$ cat src/rtl/acc_pkg.sv
// Shared types and constants for the convolution accelerator sequencer.
package acc_pkg;

  typedef enum logic [1:0] {
    IDLE,
    WLOAD,
    STREAM,
    DRAIN
  } state_t;

  localparam int BN_ELEM_W  = 16;
  localparam int DEF_ADDR_W = 13;
  localparam int DEF_DATA_W = 32;

endpackage

$ cat src/rtl/bn_packer.sv
// Packs 16-bit conv results into BN batches; fixed-latency BN handshake
// with a one-entry pending slot and a sticky overflow flag.
module bn_packer
  import acc_pkg::*;
#(
  parameter int BN_GROUP = 4,
  parameter int BN_LAT   = 12
) (
  input  logic                          clk,
  input  logic                          rst_n,
  input  logic                          clr,
  input  logic [BN_ELEM_W-1:0]          in_data,
  input  logic                          in_valid,
  output logic [BN_GROUP*BN_ELEM_W-1:0] bn_data,
  output logic                          bn_start,
  output logic                          bn_valid,
  output logic                          bn_ovf
);

  localparam int PW = BN_GROUP * BN_ELEM_W;
  localparam int CW = $clog2(BN_GROUP + 1);
  localparam int TW = $clog2(BN_LAT + 1);

  logic [PW-BN_ELEM_W-1:0] hist;
  logic [PW-1:0]           batch;
  logic [PW-1:0]           pend;
  logic                    pend_v;
  logic                    eng_busy;
  logic [CW-1:0]           cnt;
  logic [TW-1:0]           timer;
  logic                    complete;
  logic                    eng_done;
  logic                    free;

  always_comb begin
    batch    = {in_data, hist};
    complete = in_valid && (cnt == CW'(BN_GROUP - 1));
    eng_done = eng_busy && (timer == '0);
    // An engine finishing this cycle with nothing pending can take a new batch directly.
    free     = !eng_busy || (eng_done && !pend_v);
  end

  always_ff @(posedge clk or negedge rst_n) begin
    if (!rst_n) begin
      hist     <= '0;
      pend     <= '0;
      pend_v   <= 1'b0;
      eng_busy <= 1'b0;
      cnt      <= '0;
      timer    <= '0;
      bn_data  <= '0;
      bn_start <= 1'b0;
      bn_valid <= 1'b0;
      bn_ovf   <= 1'b0;
    end else begin
      bn_start <= 1'b0;
      bn_valid <= 1'b0;
      if (in_valid) begin
        hist <= batch[PW-1:BN_ELEM_W];
        cnt  <= complete ? '0 : cnt + CW'(1);
      end
      if (eng_busy) timer <= timer - TW'(1);
      if (eng_done) begin
        bn_valid <= 1'b1;
        if (pend_v) begin
          bn_data  <= pend;
          bn_start <= 1'b1;
          timer    <= TW'(BN_LAT - 1);
          pend_v   <= 1'b0;
        end else begin
          eng_busy <= 1'b0;
        end
      end
      if (clr) bn_ovf <= 1'b0;
      if (complete) begin
        if (free) begin
          bn_data  <= batch;
          bn_start <= 1'b1;
          eng_busy <= 1'b1;
          timer    <= TW'(BN_LAT - 1);
        end else if (!pend_v || eng_done) begin
          pend   <= batch;
          pend_v <= 1'b1;
        end else begin
          bn_ovf <= 1'b1;
        end
      end
    end
  end

endmodule

$ cat src/rtl/conv_seq_ctrl.sv
// Conv datapath sequencer: kernel load, ifmap streaming, output addressing, BN packing.
// Optional build macro ACC_WEIGHT_REUSE_EN adds reuse_w to skip reloading a loaded kernel.
module conv_seq_ctrl
  import acc_pkg::*;
#(
  parameter int DATA_W   = DEF_DATA_W,
  parameter int ADDR_W   = DEF_ADDR_W,
  parameter int TAPS     = 9,
  parameter int BN_GROUP = 4,
  parameter int BN_LAT   = 12
) (
  input  logic                          clk,
  input  logic                          rst_n,
  input  logic                          start,
`ifdef ACC_WEIGHT_REUSE_EN
  input  logic                          reuse_w,
`endif
  input  logic [ADDR_W-1:0]             cfg_wbase,
  input  logic [ADDR_W-1:0]             cfg_ifmap_len,
  output logic                          busy,
  output logic                          done,
  output logic                          rd_en,
  output logic [ADDR_W-1:0]             rd_addr,
  input  logic [DATA_W-1:0]             rd_data,
  output logic [TAPS*DATA_W-1:0]        kernel,
  output logic [DATA_W-1:0]             conv_data,
  output logic                          conv_valid,
  input  logic [DATA_W-1:0]             conv_out,
  input  logic                          conv_out_valid,
  output logic                          wr_en,
  output logic [ADDR_W-1:0]             wr_addr,
  output logic [BN_GROUP*BN_ELEM_W-1:0] bn_data,
  output logic                          bn_start,
  output logic                          bn_valid,
  output logic                          bn_ovf
);

  state_t            state;
  logic [ADDR_W-1:0] len_q;
  logic [ADDR_W-1:0] cnt;
  logic [ADDR_W-1:0] ld_idx;
  logic              ld_v;
  logic              cv_pend;
  logic              accept;
  logic              do_reuse;
  logic              unused_conv_hi;

`ifdef ACC_WEIGHT_REUSE_EN
  logic kernel_loaded;
  assign do_reuse = reuse_w && kernel_loaded;
`else
  assign do_reuse = 1'b0;
`endif

  assign accept         = start && (state == IDLE);
  assign busy           = (state != IDLE);
  assign wr_en          = conv_out_valid;
  assign unused_conv_hi = ^conv_out[DATA_W-1:BN_ELEM_W];

  // Stream reads start right behind the last kernel read; STREAM keeps one
  // trailing cycle so DRAIN lines up with the final conv_valid.
  always_ff @(posedge clk or negedge rst_n) begin
    if (!rst_n) begin
      state   <= IDLE;
      rd_en   <= 1'b0;
      rd_addr <= '0;
      done    <= 1'b0;
      len_q   <= '0;
      cnt     <= '0;
`ifdef ACC_WEIGHT_REUSE_EN
      kernel_loaded <= 1'b0;
`endif
    end else begin
      done <= 1'b0;
      case (state)
        IDLE: begin
          if (start) begin
            len_q <= cfg_ifmap_len;
            cnt   <= '0;
            if (do_reuse) begin
              if (cfg_ifmap_len == '0) begin
                state <= DRAIN;
                done  <= 1'b1;
              end else begin
                state   <= STREAM;
                rd_en   <= 1'b1;
                rd_addr <= '0;
              end
            end else begin
              state   <= WLOAD;
              rd_en   <= 1'b1;
              rd_addr <= cfg_wbase;
            end
          end
        end
        WLOAD: begin
          if (cnt == ADDR_W'(TAPS - 1)) begin
            cnt <= '0;
`ifdef ACC_WEIGHT_REUSE_EN
            kernel_loaded <= 1'b1;
`endif
            if (len_q == '0) begin
              state <= DRAIN;
              rd_en <= 1'b0;
              done  <= 1'b1;
            end else begin
              state   <= STREAM;
              rd_addr <= '0;
            end
          end else begin
            cnt     <= cnt + ADDR_W'(1);
            rd_addr <= rd_addr + ADDR_W'(1);
          end
        end
        STREAM: begin
          if (rd_en) begin
            if (cnt == len_q - ADDR_W'(1)) begin
              rd_en <= 1'b0;
            end else begin
              cnt     <= cnt + ADDR_W'(1);
              rd_addr <= rd_addr + ADDR_W'(1);
            end
          end else begin
            state <= DRAIN;
            done  <= 1'b1;
          end
        end
        DRAIN:   state <= IDLE;
        default: state <= IDLE;
      endcase
    end
  end

  always_ff @(posedge clk or negedge rst_n) begin
    if (!rst_n) begin
      ld_v       <= 1'b0;
      ld_idx     <= '0;
      cv_pend    <= 1'b0;
      kernel     <= '0;
      conv_data  <= '0;
      conv_valid <= 1'b0;
      wr_addr    <= '0;
    end else begin
      ld_v       <= rd_en && (state == WLOAD);
      ld_idx     <= cnt;
      cv_pend    <= rd_en && (state == STREAM);
      conv_valid <= cv_pend;
      if (cv_pend) conv_data <= rd_data;
      for (int unsigned i = 0; i < TAPS; i++) begin
        if (ld_v && (ld_idx == ADDR_W'(i))) kernel[i*DATA_W +: DATA_W] <= rd_data;
      end
      if (accept)              wr_addr <= '0;
      else if (conv_out_valid) wr_addr <= wr_addr + ADDR_W'(1);
    end
  end

  bn_packer #(
    .BN_GROUP (BN_GROUP),
    .BN_LAT   (BN_LAT)
  ) u_bn_packer (
    .clk      (clk),
    .rst_n    (rst_n),
    .clr      (accept),
    .in_data  (conv_out[BN_ELEM_W-1:0]),
    .in_valid (conv_out_valid),
    .bn_data  (bn_data),
    .bn_start (bn_start),
    .bn_valid (bn_valid),
    .bn_ovf   (bn_ovf)
  );

endmodule

$ cat config.mk
export PLATFORM = sky130hd
export DESIGN_NAME = conv_seq_ctrl
export DESIGN_NICKNAME = d
export VERILOG_FILES = /design/src/rtl/acc_pkg.sv /design/src/rtl/bn_packer.sv /design/src/rtl/conv_seq_ctrl.sv
export SDC_FILE = /design/constraint.sdc
export NUM_CORES = 1
export LEC_CHECK = 0
export ABC_AREA = 1
export CAP_MARGIN = 20
export CORE_AREA = 2 2 247 249
export CTS_BUF_LIST = sky130_fd_sc_hd__clkbuf_8
export CTS_CLUSTER_SIZE = 24
export DETAILED_ROUTE_END_ITERATION = 8
export DIE_AREA = 0 0 249 251
export SLEW_MARGIN = 15
export SYNTH_ARGS = -nofsm -noshare
export SYNTH_HDL_FRONTEND = slang
export SYNTH_HIERARCHICAL = 1
export SYNTH_SLANG_ARGS = --single-unit
$ cat constraint.sdc
create_clock -name clk -period 4.6 [get_ports clk]
set_clock_uncertainty 0.15 [all_clocks]
set_input_delay 0.92 -clock clk [delete_from_list [all_inputs] [get_ports clk]]
set_output_delay 0.92 -clock clk [all_outputs]
set_load 0.01 [all_outputs]
**After elaboration in Yosys (flattened, before gate mapping)**

Index checks and enable logic that the tools add are counted.

- $add $sub $neg: 6
- Multiply operators: 0
- Div/mod/pow operators: 0
- $lt $le $gt $ge: 0
- Equality and inequality tests: 21
- Shifts and indexed selects: 0
- Mux-type cells: 55
- Bitwise logic cells: 1
- Reductions and logical operators: 32

Operators by type and width:

| cell | number |
|---|---|
| two-way mux 64 bit | 4 |
| two-way mux 13 bit | 11 |
| case mux 13 bit (3 select lines) | 2 |
| == test 13 x 3 -> 1 bit, second input constant | 4 |
| adder 13 x 1 -> 13 bit, second input constant | 3 |
| == test 13 x 2 -> 1 bit, second input constant | 2 |
| == test 13 x 4 -> 1 bit, second input constant | 2 |
| logical NOT 13 bit | 2 |
| two-way mux 1 bit | 26 |
| two-way mux 4 bit | 5 |
| logical AND 1 bit | 15 |
| == test 13 x 1 -> 1 bit, second input constant | 1 |
| == test 13 bit | 1 |
| subtractor 13 x 1 -> 13 bit, second input constant | 1 |
| inequality test 2 bit, second input constant | 6 |
| case mux 2 bit (4 select lines) | 1 |
| AND reduction 4 bit | 2 |
| two-way mux 2 bit | 3 |
| AND reduction 3 bit | 2 |
| AND reduction 5 bit | 1 |
| == test 2 bit, second input constant | 2 |
| logical NOT 4 bit | 1 |
| nonzero test 2 bit | 2 |
| subtractor 4 x 1 -> 4 bit, second input constant | 1 |
| 13 further kinds | 15 |

- Bits in registers: 580
- Bits in latches: 0
- Memory bits (writable): 0
- Bits in read-only memories: 0
- Output and inout bits: 418
- Logic and storage cells: 146
- Memories kept: 0

**Depth between registers and ports, before layout**

Gate-level depths: netlist of run 1.

- Word-level depth: 6
- Mapped depth: 16
- Gate-level depth less buffers: 15

**Modules after synthesis**

Netlist of run 1, hierarchy kept.

Modules (own cells, without submodules):

| module | times used | cells each | area each (sq um) |
|---|---|---|---|
| conv_seq_ctrl | 1 | 1627 | 15436.1 |
| bn_packer | 1 | 976 | 8221.6 |

**Worst setup path before layout of run 1**

No wires, ideal clock.

- Path kind: input port to flip-flop
- Start point: input port conv_out_valid
- End point: register wr_addr[12]
- Arrival time: 2.035 ns
- Required time: 4.333 ns
- Slack: 2.298 ns
- Cell stages on the path: 9
- Path buffers: 0
- Cell sequence: nand3_1 -> nor2_1 -> nand2_1 -> nor3_1 -> nand2_1 -> nor3b_1 -> nand2_1 -> nor2_1 -> nor2_1

- Cells in the longest elaborated chain, start to end: 1

Ends and longest elaborated chain:

| what | RTL line | RTL |
|---|---|---|
| from (decl) | conv_seq_ctrl.sv:29 | `input logic conv_out_valid,` |
| nonzero test 2 bit (no source line) | - |  |
| to (signal assigned) | conv_seq_ctrl.sv:153 | `else if (conv_out_valid) wr_addr <= wr_addr + ADDR_W'(1);` |
| to (decl) | conv_seq_ctrl.sv:31 | `output logic [ADDR_W-1:0] wr_addr,` |

No other way between the ends.
A chain may end at the register's enable or synchronous reset.

**Worst setup path in the final report of run 1**

- Start point: register state[0]
- End point: output port busy

- Cells in the longest elaborated chain, start to end: 1

Ends and longest elaborated chain:

| what | RTL line | RTL |
|---|---|---|
| from (decl) | conv_seq_ctrl.sv:38 | `state_t state;` |
| from (signal assigned) | conv_seq_ctrl.sv:64 | `state <= IDLE;` |
| from (signal assigned) | conv_seq_ctrl.sv:82 | `state <= DRAIN;` |
| from (signal assigned) | conv_seq_ctrl.sv:85 | `state <= STREAM;` |
| nonzero test 2 bit | conv_seq_ctrl.sv:56 | `assign busy = (state != IDLE);` |
| to (decl) | conv_seq_ctrl.sv:20 | `output logic busy,` |

No other way between the ends.

==> results of run 1 <==
path summary, 6_finish.rpt:
check / start / to / slack, ns / cells after the start
worst min register to register: u_bn_packer/pend[30] / u_bn_packer/pend[30] / 0.32 / 2
max in group asynchronous: rst_n / wr_addr[10] / 2.99 / 3
min in group clk: u_bn_packer/pend[30] / u_bn_packer/pend[30] / 0.32 / 2
worst max register to register: len_q[10] / rd_addr[0] / 1.85 / 8
worst max-delay path: state[0] / busy / 1.50 / 4
worst min-delay path: rst_n / u_bn_packer/bn_data[53] / 0.11 / 1
synthesized netlist by cell type (all sizes together):
| library cell | count |
|---|---|
| or4 | 1 |
| o21ai | 352 |
| nor4 | 3 |
| a21oi | 55 |
| o31ai | 2 |
| o21a | 1 |
| clkinv | 1 |
| buf | 82 |
| or2 | 5 |
| nor2 | 105 |
| and3 | 1 |
| o21bai | 2 |
| ha | 14 |
| o22ai | 1 |
| a41oi | 1 |
| mux2 | 17 |
| xnor2 | 8 |
| nor3b | 2 |
| and2 | 2 |
| xor2 | 13 |
| inv | 125 |
| clkbuf | 64 |
| nand2 | 1008 |
| a221oi | 1 |
| a22oi | 1 |
| nor3 | 20 |
| nand4 | 94 |
| dfrtp | 580 |
| nand3b | 1 |
| nand3 | 41 |
state kept, by name, indices dropped and copies added, names as in the netlist, 2 cells and up:
| signal | cells |
|---|---|
| u_bn_packer/bn_data | 64 |
| wr_addr | 13 |
| u_bn_packer/cnt | 3 |
| len_q | 13 |
| kernel | 288 |
| state | 2 |
| conv_data | 32 |
| ld_idx | 13 |
| u_bn_packer/hist | 48 |
| cnt | 13 |
| rd_addr | 13 |
| u_bn_packer/timer | 4 |
| u_bn_packer/pend | 64 |
report_power, final:
group | total [µW] | switching (µW) | internal, µW
combinational | 6240 | 3440 | 2800
clock | 4650 | 2050 | 2600
sequential | 7480 | 966 | 6510
total | 18400 | 6450 | 11900
cell families (layout without fill, tap and decap cells):
family	count (synthesis)	in the layout	synth area share, %
AO/OA/AOI/OAI	416	416	8.901
XOR/XNOR	21	21	0.7775
adder cells (fa/ha/maj)	14	14	0.7404
buffers and inverters	272	825	5.072
flip-flops	580	580	61.35
multiplexers	17	17	0.8092
other	0	2	0
AND/OR/NAND/NOR	1283	1283	22.35
cell type report:
| class | count | area, µm² | share of cell area, % |
|---|---|---|---|
| diodes | 2 | 5.005 | 0.01603 |
| clock buffers | 132 | 1817 | 5.820 |
| inverters | 126 | 473.0 | 1.515 |
| well taps | 782 | 978.4 | 3.134 |
| repair buffers | 528 | 5265 | 16.87 |
| clock inverters | 39 | 211.5 | 0.6774 |
| flip-flops and latches | 580 | 14520 | 46.50 |
| multi-input cells | 1751 | 7951 | 25.47 |
stage by stage:
stage               cells  power, µW  hold slack (ns)  util [%]  instance area [µm²]
floorplan            2603      10590           0.1987         -                23660
global placement     3767      13670           0.3052     48.80                29180
detailed placement   3767      13830           0.3082     48.80                29180
CTS                  3938      18570           0.1213     52.19                31210
global route         3939      19580           0.1408     52.20                31210
finish               3940      18370           0.1107     52.21                31220
layer usage:
layer	up-vias	part of all wire (%)	global-route usage [%]
met5	-	0.018	0
met4	2	3.4	9.662
met2	673	46	35.67
li1	9370	-	-
met3	110	6.8	5.291
met1	9438	44	30.73
==> metrics.md, run 1 <==
| Metric | Value |
|---|---|
| Status | `complete, no violations` |
| CTS Hold Buffers Added | `0` |
| Final min period | `3.100 ns` |
| Fmax | `0.3226 GHz` |
| Avg Cell Area, Syn | `9.089 µm²` |
| Post-cts resize count | `0` |
| DP HPWL | `48.45 mm` |
| Die ar. | `62,500 µm²` |
| Die width | `249 µm` |
| Final Slew Violations | `0` |
| First-pass GRT wire length | `112.4 mm` |
| #FFs+latches synth | `580` |
| Crit-path slowest cell | `clkdlybuf4s50_1` |
| Crit-path cells | `inv_1 -> ha_1 -> inv_1 -> clkdlybuf4s50_1` |
| # nets final | `3,191` |
| Filler cells | `5,515` |
| Buffers & Inverters on Critical Path | `3` |
| RSZ-0062 raised after global routing | `false` |
| Clock root buffer | `clkbuf_8` |
| DRC Markers | `0` |
| # clock sinks | `580` |
| Routed Antenna Nets | `0` |
| CP required | `3.53 ns` |
| Mapped Nets | `2,711` |
| Top delay family on crit path | `buffers and inverters` |
| Clk slew on worst S/H paths | `0.06 ns` |
| Chip height | `251 µm` |
| Synthesized cell area | `23,660 µm²` |
| Max cap viols | `0` |
| RePlAce Congestion | `0.8520` |
| Largest net degree at the start of global routing | `106` |
| Final WS setup | `1.500 ns` |
| Vias in the first global route | `19,050` |
| Number of H-tree levels | `3` |
| Setup Slack @ Placement | `1.358 ns` |
| Mapped Cells | `2,603` |
| Post-synth cell types | `44` |
| Crit share post-route | `67.39%` |
| CP max stage delay | `0.54 ns` |
| DR iter-0 viols | `1,353` |
| Most common cell after layout, fill and taps aside | `nand2_1` |
| Area Overhead vs Synth | `31.95%` |
| Clk_lat worst skew | `0.68 ns` |
| Total track usage | `22.85%` |
| CP dominant cell by count | `inv_1` |
| Ranking of synthesized cells by area | `dfrtp_1 (61%), nand2_1 (16%), o21ai_0 (7.2%)` |
| Drt wl/cell | `18.19 µm` |
| Rel. slew slack | `36.36%` |
| Overflow after GRT | `0` |
| Endpoints failing setup | `0` |
| Final Hold Fails | `0` |
| Avg Vias per Cell | `4.973` |
| Setup TNS | `0 ns` |
| WL final | `71.69 mm` |
| Setup Buffers After CTS | `0` |
| Measured slew at the worst slew-check pin | `0.9547 ns` |
| Fraction of layout cells with a size suffix above 1 | `7.224%` |
| CP startpoint kind | `flip-flop` |
| CTS tree | `done` |
| Worst-path fanout max | `5` |
| Power per Cell Area | `588.5 nW/µm²` |
| Drt pass-1 iters | `5` |
| CP Data Arrival Time | `2.03 ns` |
| Worst min path class | `input port to asynchronous set/reset pin` |
| Area leader, netlist | `dfrtp_1` |
| Critical path class | `flip-flop to primary output` |
| Bufs on Longest Clock Path | `3` |
| Most frequent cells in the layout | `nand2_1 (1,000), dfrtp_1 (579), clkdlybuf4s50_1 (493)` |
| Initial antenna violation count | `3` |
| Port buffer count | `495` |
| Setup crit end kind | `primary output` |
| CTS Buf Count | `96` |
| Vias | `19,590` |
| FP Rows | `90` |
| Synth top area share | `61.35%` |
| Core area | `59,790 µm²` |
| Ports | `512` |
| Leak Pwr | `0.01532 µW` |
| VDD IR-drop max | `0.3440 mV` |
| Syn. warnings | `6` |
| Initial core utilization | `39.56%` |
| Sequential area share after synthesis | `61.35%` |
No activity file was read; power rests on OpenSTA's default activity.
==> run 2, diff against run 1 <==
==> constraint.sdc (replaced) <==
create_clock -name clk -period 3.2 [get_ports clk]
set_clock_uncertainty 0.15 [all_clocks]
set_input_delay 0.64 -clock clk [delete_from_list [all_inputs] [get_ports clk]]
set_output_delay 0.64 -clock clk [all_outputs]
set_load 0.01 [all_outputs]
==> metrics.md, run 2 (synthesis gave the netlist of run 1 again) <==
| Metric | Value |
|---|---|
| Ports | `512` |
| Bufs on Longest Clock Path | `3` |
| Endpoints failing setup | `0` |
| Overflow after GRT | `0` |
| Rel. slew slack | `41.98%` |
| RSZ-0062 raised after global routing | `false` |
| # nets final | `3,207` |
| Clk slew on worst S/H paths | `0.06 ns` |
| Total power draw | `26,740 µW` |
| DP HPWL | `49.28 mm` |
| CP Data Arrival Time | `2.05 ns` |
| Worst-path fanout max | `5` |
| Clock root buffer | `clkbuf_8` |
| Final WS setup | `0.3612 ns` |
| Total track usage | `23.10%` |
| Worst Setup SP | `state[0]` |
| Clk_lat worst skew | `0.70 ns` |
| First-pass GRT wire length | `113.0 mm` |
| Most common cell after layout, fill and taps aside | `nand2_1` |
| Area Overhead vs Synth | `32.90%` |
| Number of H-tree levels | `3` |
| Final Slew Violations | `0` |
| Initial antenna violation count | `3` |
| Port buffer count | `495` |
| R2r setup slk | `0.50 ns` |
| CTS Buf Count | `99` |
| Die width | `249 µm` |
| Setup Slack @ Placement | `0.4965 ns` |
| Worst min path class | `input port to flip-flop` |
| VDD IR-drop max | `0.5821 mV` |
| CTS tree | `done` |
| Vias in the first global route | `19,120` |
| Power per Cell Area | `850.5 nW/µm²` |
| Worst Hold Launch | `conv_out_valid` |
| Power share of the sequential group | `40.4%` |
| Routed Antenna Nets | `0` |
| Clock group share of total power | `26.1%` |
| Core area | `59,790 µm²` |
| Avg Vias per Cell | `4.996` |
| FP Rows | `90` |
| CTS Hold Buffers Added | `1` |
| Hold Path Stages | `3` |
| Critical path class | `flip-flop to primary output` |
| Measured slew at the worst slew-check pin | `0.8703 ns` |
| CP required | `2.41 ns` |
| Top Registers | `kernel: 288 flops, u_bn_packer/bn_data: 64 flops, u_bn_packer/pend: 64 flops` |
| Post-cts resize count | `0` |
| Fraction of layout cells with a size suffix above 1 | `8.116%` |
| Leak Pwr | `0.01543 µW` |
| Layout Utilization | `52.58%` |
| Crit share post-route | `88.71%` |
| Drt wl/cell | `18.40 µm` |
| # clock sinks | `580` |
| Min Hold Slack | `0.1853 ns` |
| Worst R2R Start | `len_q[0]` |
| Final min period | `2.839 ns` |
| Status | `complete, no violations` |
| Cells on worst reg2reg path | `13` |
| Vias | `19,800` |
| Setup Buffers After CTS | `0` |
| RePlAce Congestion | `0.8576` |
| Chip height | `251 µm` |
| Fmax | `0.3523 GHz` |
| Most frequent cells in the layout | `nand2_1 (1,000), dfrtp_1 (579), clkdlybuf4s50_1 (493)` |
| Largest net degree at the start of global routing | `84` |
| Final Hold Fails | `0` |
| DRC Markers | `0` |
| Switch share | `35.42%` |
| Biggest register | `kernel` |
| Max FFs per register | `288` |
| DR iter-0 viols | `1,592` |
| Comb power frac | `33.5%` |
| Drt pass-1 iters | `5` |
| Max cap viols | `0` |
| End of the worst register-to-register path | `cnt[0]` |
| Setup crit end kind | `primary output` |
| Net Sw Power | `9473 µW` |
| WL final | `72.90 mm` |
| Die ar. | `62,500 µm²` |
| Cell Int Power | `17,270 µW` |
| Setup TNS | `0 ns` |
| Hold path endpoint | `wr_addr[0]` |
| CP startpoint kind | `flip-flop` |
| Initial core utilization | `39.56%` |
run 2: power groups by stage:
stage / clock (µW) / combinational [µW] / sequential, µW
final: 6980 / 8960 / 10800
after global routing: 7500 / 9920 / 11000
after CTS: 7150 / 9060 / 10800
after detailed placement: 0 / 9030 / 10900
after global placement: 0 / 8860 / 10800
after floorplan: 0 / 4040 / 11200
run 2: worst max path at each step:
stage	slack, ns	cells past startpoint	to
floorplan	1.04	14	cnt[12]
detailed placement	0.50	5	wr_addr[8]
global route	0.11	14	cnt[6]
finish	0.36	4	busy
global placement	0.52	13	cnt[4]
CTS	0.26	4	busy
run 2: metrics by stage:
stage | instance area (µm²) | std cells
after floorplan | 23660 | 2603
after global placement | 29320 | 3779
after detailed placement | 29320 | 3779
after CTS | 31440 | 3961
after global routing | 31440 | 3961
final | 31440 | 3963
run 2: cell type report:
class / count / area (µm²)
Antenna cell: 2 / 5.005
Clock buffer: 127 / 1748
Clock inverter: 54 / 360.3
Fill cell: 5496 / 28350
Inverter: 126 / 473.0
Multi-Input combinational cell: 1751 / 7946
Sequential cell: 580 / 14520
Tap cell: 782 / 978.4
Timing Repair Buffer: 541 / 5415
run 2: metal layers:
| layer | vias to the layer above | track usage, % | routed length [µm] |
|---|---|---|---|
| met5 | - | 0 | 0 |
| met4 | 0 | 8.381 | 2343 |
| met3 | 124 | 5.332 | 4822 |
| met2 | 704 | 36.60 | 33820 |
| met1 | 9555 | 31.17 | 31920 |
| li1 | 9415 | - | - |
run 2: critical path, cell delays in order (launching register included):
cell and delay, ns:
dfrtp_1 0.41, inv_1 0.11, ha_1 0.22, inv_1 0.09, clkdlybuf4s50_1 0.54
